<file path="config.mk">
export PLATFORM = sky130hd
export DESIGN_NAME = lsu_port
export DESIGN_NICKNAME = d
export VERILOG_FILES = /design/src/rtl/gpu_pkg.sv /design/src/rtl/lsu_port.sv
export SDC_FILE = /design/constraint.sdc
export NUM_CORES = 1
export LEC_CHECK = 0
export ABC_AREA = 1
export CAP_MARGIN = 25
export CORE_MARGIN = 1
export CORE_UTILIZATION = 41
export DETAILED_ROUTE_END_ITERATION = 6
export GPL_TIMING_DRIVEN = 0
export MAX_ROUTING_LAYER = met4
export PLACE_DENSITY = 0.79
export SLEW_MARGIN = 10
export SYNTH_ARGS = -nofsm -noshare
export SYNTH_HDL_FRONTEND = slang
export SYNTH_SLANG_ARGS = --single-unit
export TNS_END_PERCENT = 20
</file>
<file path="constraint.sdc">
create_clock -name clk -period 1.53 [get_ports clk]
set_clock_uncertainty 0.1 [all_clocks]
set_input_delay 0.306 -clock clk [delete_from_list [all_inputs] [get_ports clk]]
set_output_delay 0.306 -clock clk [all_outputs]
set_load 0.05 [all_outputs]
</file>
<file path="src/rtl/gpu_pkg.sv">
// Shared GPU types: core and LSU state encodings, default datapath widths.
package gpu_pkg;

   localparam int GPU_DATA_BITS = 8;
   localparam int GPU_ADDR_BITS = 8;

   typedef enum logic [2:0] {
      CORE_IDLE    = 3'b000,
      CORE_FETCH   = 3'b001,
      CORE_DECODE  = 3'b010,
      CORE_REQUEST = 3'b011,
      CORE_WAIT    = 3'b100,
      CORE_EXECUTE = 3'b101,
      CORE_UPDATE  = 3'b110,
      CORE_DONE    = 3'b111
   } core_state_t;

   // 2'b10 is reserved and never produced.
   typedef enum logic [1:0] {
      LSU_IDLE       = 2'b00,
      LSU_REQUESTING = 2'b01,
      LSU_DONE       = 2'b11
   } lsu_state_t;

endpackage

</file>
<file path="src/rtl/lsu_port.sv">
// Per-thread load/store unit: latches rs/rt at REQUEST, runs one valid/ready
// transaction on its memory port and holds the loaded byte until UPDATE.
import gpu_pkg::*;

module lsu_port #(
   parameter int DATA_BITS = GPU_DATA_BITS,
   parameter int ADDR_BITS = GPU_ADDR_BITS
) (
   input  logic                 clk,
   input  logic                 reset,
   input  logic                 enable,
   input  logic [2:0]           core_state,
   input  logic                 decoded_mem_read_enable,
   input  logic                 decoded_mem_write_enable,
   input  logic [7:0]           rs,
   input  logic [DATA_BITS-1:0] rt,
   output logic                 mem_read_valid,
   output logic [ADDR_BITS-1:0] mem_read_address,
   input  logic                 mem_read_ready,
   input  logic [DATA_BITS-1:0] mem_read_data,
   output logic                 mem_write_valid,
   output logic [ADDR_BITS-1:0] mem_write_address,
   output logic [DATA_BITS-1:0] mem_write_data,
   input  logic                 mem_write_ready,
   output logic [1:0]           lsu_state,
   output logic [DATA_BITS-1:0] lsu_out,
   output logic                 lsu_error
);

   lsu_state_t           state_q, state_d;
   logic                 rd_valid_q, rd_valid_d;
   logic                 wr_valid_q, wr_valid_d;
   logic [ADDR_BITS-1:0] rd_addr_q, rd_addr_d;
   logic [ADDR_BITS-1:0] wr_addr_q, wr_addr_d;
   logic [DATA_BITS-1:0] wr_data_q, wr_data_d;
   logic [DATA_BITS-1:0] out_q, out_d;
   logic                 err_q, err_d;
   logic                 start;

   assign start = enable && (core_state == CORE_REQUEST) &&
                  (decoded_mem_read_enable || decoded_mem_write_enable);

   always_ff @(posedge clk or negedge reset) begin
      if (!reset) begin
         state_q    <= LSU_IDLE;
         rd_valid_q <= 1'b0;
         wr_valid_q <= 1'b0;
         rd_addr_q  <= '0;
         wr_addr_q  <= '0;
         wr_data_q  <= '0;
         out_q      <= '0;
         err_q      <= 1'b0;
      end else begin
         state_q    <= state_d;
         rd_valid_q <= rd_valid_d;
         wr_valid_q <= wr_valid_d;
         rd_addr_q  <= rd_addr_d;
         wr_addr_q  <= wr_addr_d;
         wr_data_q  <= wr_data_d;
         out_q      <= out_d;
         err_q      <= err_d;
      end
   end

   always_comb begin
      state_d    = state_q;
      rd_valid_d = rd_valid_q;
      wr_valid_d = wr_valid_q;
      rd_addr_d  = rd_addr_q;
      wr_addr_d  = wr_addr_q;
      wr_data_d  = wr_data_q;
      out_d      = out_q;
      err_d      = err_q;
      case (state_q)
         LSU_IDLE: begin
            if (start) begin
               state_d = LSU_REQUESTING;
               // Read takes priority when both are decoded; the conflict is flagged.
               if (decoded_mem_read_enable) begin
                  rd_valid_d = 1'b1;
                  rd_addr_d  = rs[ADDR_BITS-1:0];
                  if (decoded_mem_write_enable)
                     err_d = 1'b1;
               end else begin
                  wr_valid_d = 1'b1;
                  wr_addr_d  = rs[ADDR_BITS-1:0];
                  wr_data_d  = rt;
               end
            end
         end
         LSU_REQUESTING: begin
            if (rd_valid_q && mem_read_ready) begin
               out_d      = mem_read_data;
               rd_valid_d = 1'b0;
               state_d    = LSU_DONE;
            end else if (wr_valid_q && mem_write_ready) begin
               wr_valid_d = 1'b0;
               state_d    = LSU_DONE;
            end
         end
         LSU_DONE: begin
            if (core_state == CORE_UPDATE)
               state_d = LSU_IDLE;
         end
         default: state_d = LSU_IDLE;
      endcase
   end

   assign mem_read_valid    = rd_valid_q;
   assign mem_read_address  = rd_addr_q;
   assign mem_write_valid   = wr_valid_q;
   assign mem_write_address = wr_addr_q;
   assign mem_write_data    = wr_data_q;
   assign lsu_state         = state_q;
   assign lsu_out           = out_q;
   assign lsu_error         = err_q;

endmodule

</file>
# Word level (Yosys, flattened, before mapping)
# Cells that the tools add are included.
# word_totals
register_bits	37
wordCells	49
# classes
eq_ne	12
mux	14
n_bitwise	1
reduce_logical	14
# op_table
op	count
$ne A2 B2 Y1 const B	7
$reduce_and A3 Y1	3
$mux W2	4
$reduce_and A4 Y1	2
$mux W1	7
$pmux W2 S3	1
$reduce_and A5 Y1	1
$logic_and A1 B1 Y1	4
$pmux W1 S2	2
$eq A3 B2 Y1 const B	1
$eq A3 B3 Y1 const B	1
$ne A3 B3 Y1 const B	1
$eq A2 B1 Y1 const B	1
$eq A2 B2 Y1 const B	1
$logic_not A2 Y1	1
$reduce_and A2 Y1	1
$reduce_bool A2 Y1	1
$logic_or A1 B1 Y1	1
$not A1 Y1	1

# Depth between registers and ports, before layout
# logic_depth
ltp_word	5
mapped_depth	7
depth_no_buf	7

# Worst setup path after synthesis
# No wires, ideal clock.
# synth_timing
path_kind	register -> register
startpoint	register state_q[0], in the netlist lsu_state[0]
endpoint	register wr_addr_q[4], in the netlist mem_write_address[4]
setup_ns	0.122
arrival_time_ns	1.270
slack_ns	0.038
path_stages_with_launch	6
path_buffers	1
synth_period_minus_slack_ns	1.492
path_cell_list	dfrtp_1 -> nor3_2 -> nand3_2 -> buf_2 -> nand2_1 -> o21ai_1
# synth_via
elab_chain_cells	2
# synth_rtl
item	line_no	source
start, declared	lsu_port.sv:30	lsu_state_t state_q, state_d;
start signal, assigned	lsu_port.sv:54	state_q <= state_d;
$logic_not A2 Y1	lsu_port.sv:74	case (state_q)
$reduce_and A3 Y1 (no source line)	--	
end signal, assigned	lsu_port.sv:58	wr_addr_q <= wr_addr_d;
end, declared	lsu_port.sv:34	logic [ADDR_BITS-1:0] wr_addr_q, wr_addr_d;
# No other way between the ends.
# A chain may end at the register's enable or synchronous reset.

# Worst setup path after layout
# layout_timing
startpoint	register state_q[0], in the netlist lsu_state[0]
endpoint	output port lsu_state[0]
# layout_rtl
item	line_no	source
end, declared	lsu_port.sv:25	output logic [1:0] lsu_state,
# No word-level cell between the ends.

==> results.toml <==
[grt]
grt_util_met2_pct = 30.9
grt_use_met1_pct = 22.9
met3_usage_pct = 5.00
grt_pass1_wl_mm = 5.73
grt.busiest_layer = "met2"
antenna_found_initial = 0
grt_pass1_vias = 1245
grt_use_total_pct = 19.1
grt_start_max_net_pins = 38
grt_remaining_overflow = 0

[synth]
synth.most_common_cell = "nand2_1"
ys_seq_area_share_pct = 59.1
synth_top_area_share_pct = 59.1
syn_area_um2 = 1570
synth-edff-count = 0
synth_top_area_cell = "dfrtp_1"
synth.distinct_cells = 20
ys.flop_type = "dfrtp_1"
avgSynthCellArea_um2 = 9.28
synthTopCellsByArea = "dfrtp_1 59%, nand2_1 14%, inv_1 5.7%"
synth_common_cells = "59 x nand2_1, 37 x dfrtp_1, 24 x inv_1, 16 x o21ai_1, 8 x o21ai_2"
ys_warn_count = 0
synthArstFlopShare_pct = 100
synth-seq-cells = 37
synth_fp_nets = 203
synthCells = 169

[cts]
cts-buffers-inserted = 5
cts_buffer_depth = 2
cts_root_buffer = "clkbuf_8"
htreeDepth = 2
clock_sinks = 37
clk_latency_ns = 0.28
cts.clk_slew.worst_paths_ns = 0.06
cts_tree = "done"

[die]
rows = 22
core_area_um2 = 3660
start_util_pct = 42.8
fp.dieW_um = 63.8
dieArea_um2 = 4070
boundaryPins = 71
dieHeight_um = 63.8

[setup_path]
critPathMaxStageDelay_ns = 0.46
crit_required_ns = 1.12
cp-start-kind = "flop"
crit_arrival_ns = 1.05
crit_slowest_cell = "dfrtp_1"
critPathBufInv = 1
cp_max_fo = 7
critical_path_class = "flop to primary output"
path_cells = "buf_2"
r2r_slack_ns = 0.12
cp-end-kind = "primary output"
cp_top_family = "flip-flops"

[timing]
fin_crit_sh_pct = 95.4
hold_ws_ns = 0.364
hold_viol = 0
setup_violations = 0
worstMarginPinSlew_ns = 0.295
fin_crit_ns = 1.46
drv_slew = 0
fmax_mhz = 685
slew-limit-headroom_pct = 80.4
worst_slack_ns = 0.0709

[finish]
fill_cells = 293
drive_gt1_share_pct = 28.9
diodes = 0
syn_to_final_growth_pct = 63.5
multi_input_area_um2 = 538
final_nets = 287
utilization_pct = 70.0
register_area_um2 = 926

[drt]
via_per_inst = 4.49
post_drt_wl_per_cell_um = 11.6
drt_pass1_iterations = 6
final_antenna_net_count = 0
route.detailed.drc = 3
drt_iter0_markers = 33
drt_wl_total_mm = 3.50
vias = 1352

[power]
p_leak_uw = 0.00127
powerDensity_nw_per_um2 = 1930
ir_worst_vdd_uv = 1140

[min_path]
hp-class = "input port to flop"

[place]
gp_congestion = 0.798
hpwl_mm = 2.47
port_buffers = 70
place_ws_ns = -0.296

[run_status]
violations = "DRC"
outcome = "complete, but fails checks"

[run]
maxCapViolCount = 0
placed cells by master, fill, tap and decap left out, types with 3 or more instances in the layout:
cell type         n
buf_4             4
nor2_1            3
clkdlybuf4s50_1  29
nand2_1          58
a21oi_1           3
dlymetal6s2s_1    3
dfrtp_1          37
buf_6             3
o21ai_2           8
clkdlybuf4s15_2  33
clkbuf_8          6
buf_2             3
inv_1            24
o21ai_1          16
power by group:
part	leakage [uW]	switching (uW)	internal, uW
logic	0.000739	1860	829
clock network	0.0000443	299	357
registers	0.000482	243	1350
state kept, by name, summed over array words and instances (netlist names):
signal / flops
mem_write_address: 8
lsu_error: 1
mem_write_data: 8
mem_read_valid: 1
mem_write_valid: 1
mem_read_address: 8
lsu_out: 8
lsu_state: 2
per-stage QoR:
step / setup TNS [ns] / power, uW / cell area [um2] / instances
after floorplan: 0 / 3440 / 1570 / 169
after global placement: -35.78 / 4390 / 2330 / 287
after detailed placement: -7.46 / 4430 / 2340 / 288
after CTS: -0.0231 / 4980 / 2480 / 296
after global routing: -0.00715 / 5230 / 2560 / 301
final: 0 / 4940 / 2560 / 301
metal layers:
metal / part of all wire (%) / vias up
met2: 48 / 36
met5: 0 / -
met1: 46 / 621
met4: 1.3 / 0
li1: - / 690
met3: 4.1 / 5
kinds of logic (layout without fill, tap and decap cells):
group | count (synthesis) | after routing | share of synthesized area (%)
compound gates | 30 | 30 | 12.6
buf+inv | 29 | 113 | 7.74
flops | 37 | 37 | 59.1
simple gates | 73 | 73 | 20.6
repair_timing:
action                                  CTS  global route
setup buffers                             0             4
endpoints found under the hold margin    37             0
pin swaps                                 0             3
hold buffers                              1             0
cloned                                    0             1
endpoints found under the setup margin   47            19
resized for setup                       114            17
path summary, 6_finish.rpt:
check / startpoint / endpoint / cells after the start
max: lsu_state[0]$_DFFE_PN0P_ / lsu_state[0] / 1
min: core_state[1] / lsu_state[1]$_DFFE_PN0P_ / 4
max reg2reg: lsu_state[0]$_DFFE_PN0P_ / mem_write_data[1]$_DFFE_PN0P_ / 5
min reg2reg: lsu_out[0]$_DFFE_PN0P_ / lsu_out[0]$_DFFE_PN0P_ / 2
max in group asynchronous: reset / lsu_out[2]$_DFFE_PN0P_ / 3
min in group asynchronous: reset / mem_write_data[2]$_DFFE_PN0P_ / 3
area by class of cell:
| type | instances | area share, % |
|---|---|---|
| clock buffer | 7 | 3.37 |
| buffer | 4 | 1.90 |
| tap | 48 | 2.34 |
| inverter | 25 | 3.71 |
| timing repair buffer | 77 | 31.6 |
| sequential | 37 | 36.1 |
| multi-input combinational | 103 | 21.0 |
No activity file was read; power rests on OpenSTA's default activity.
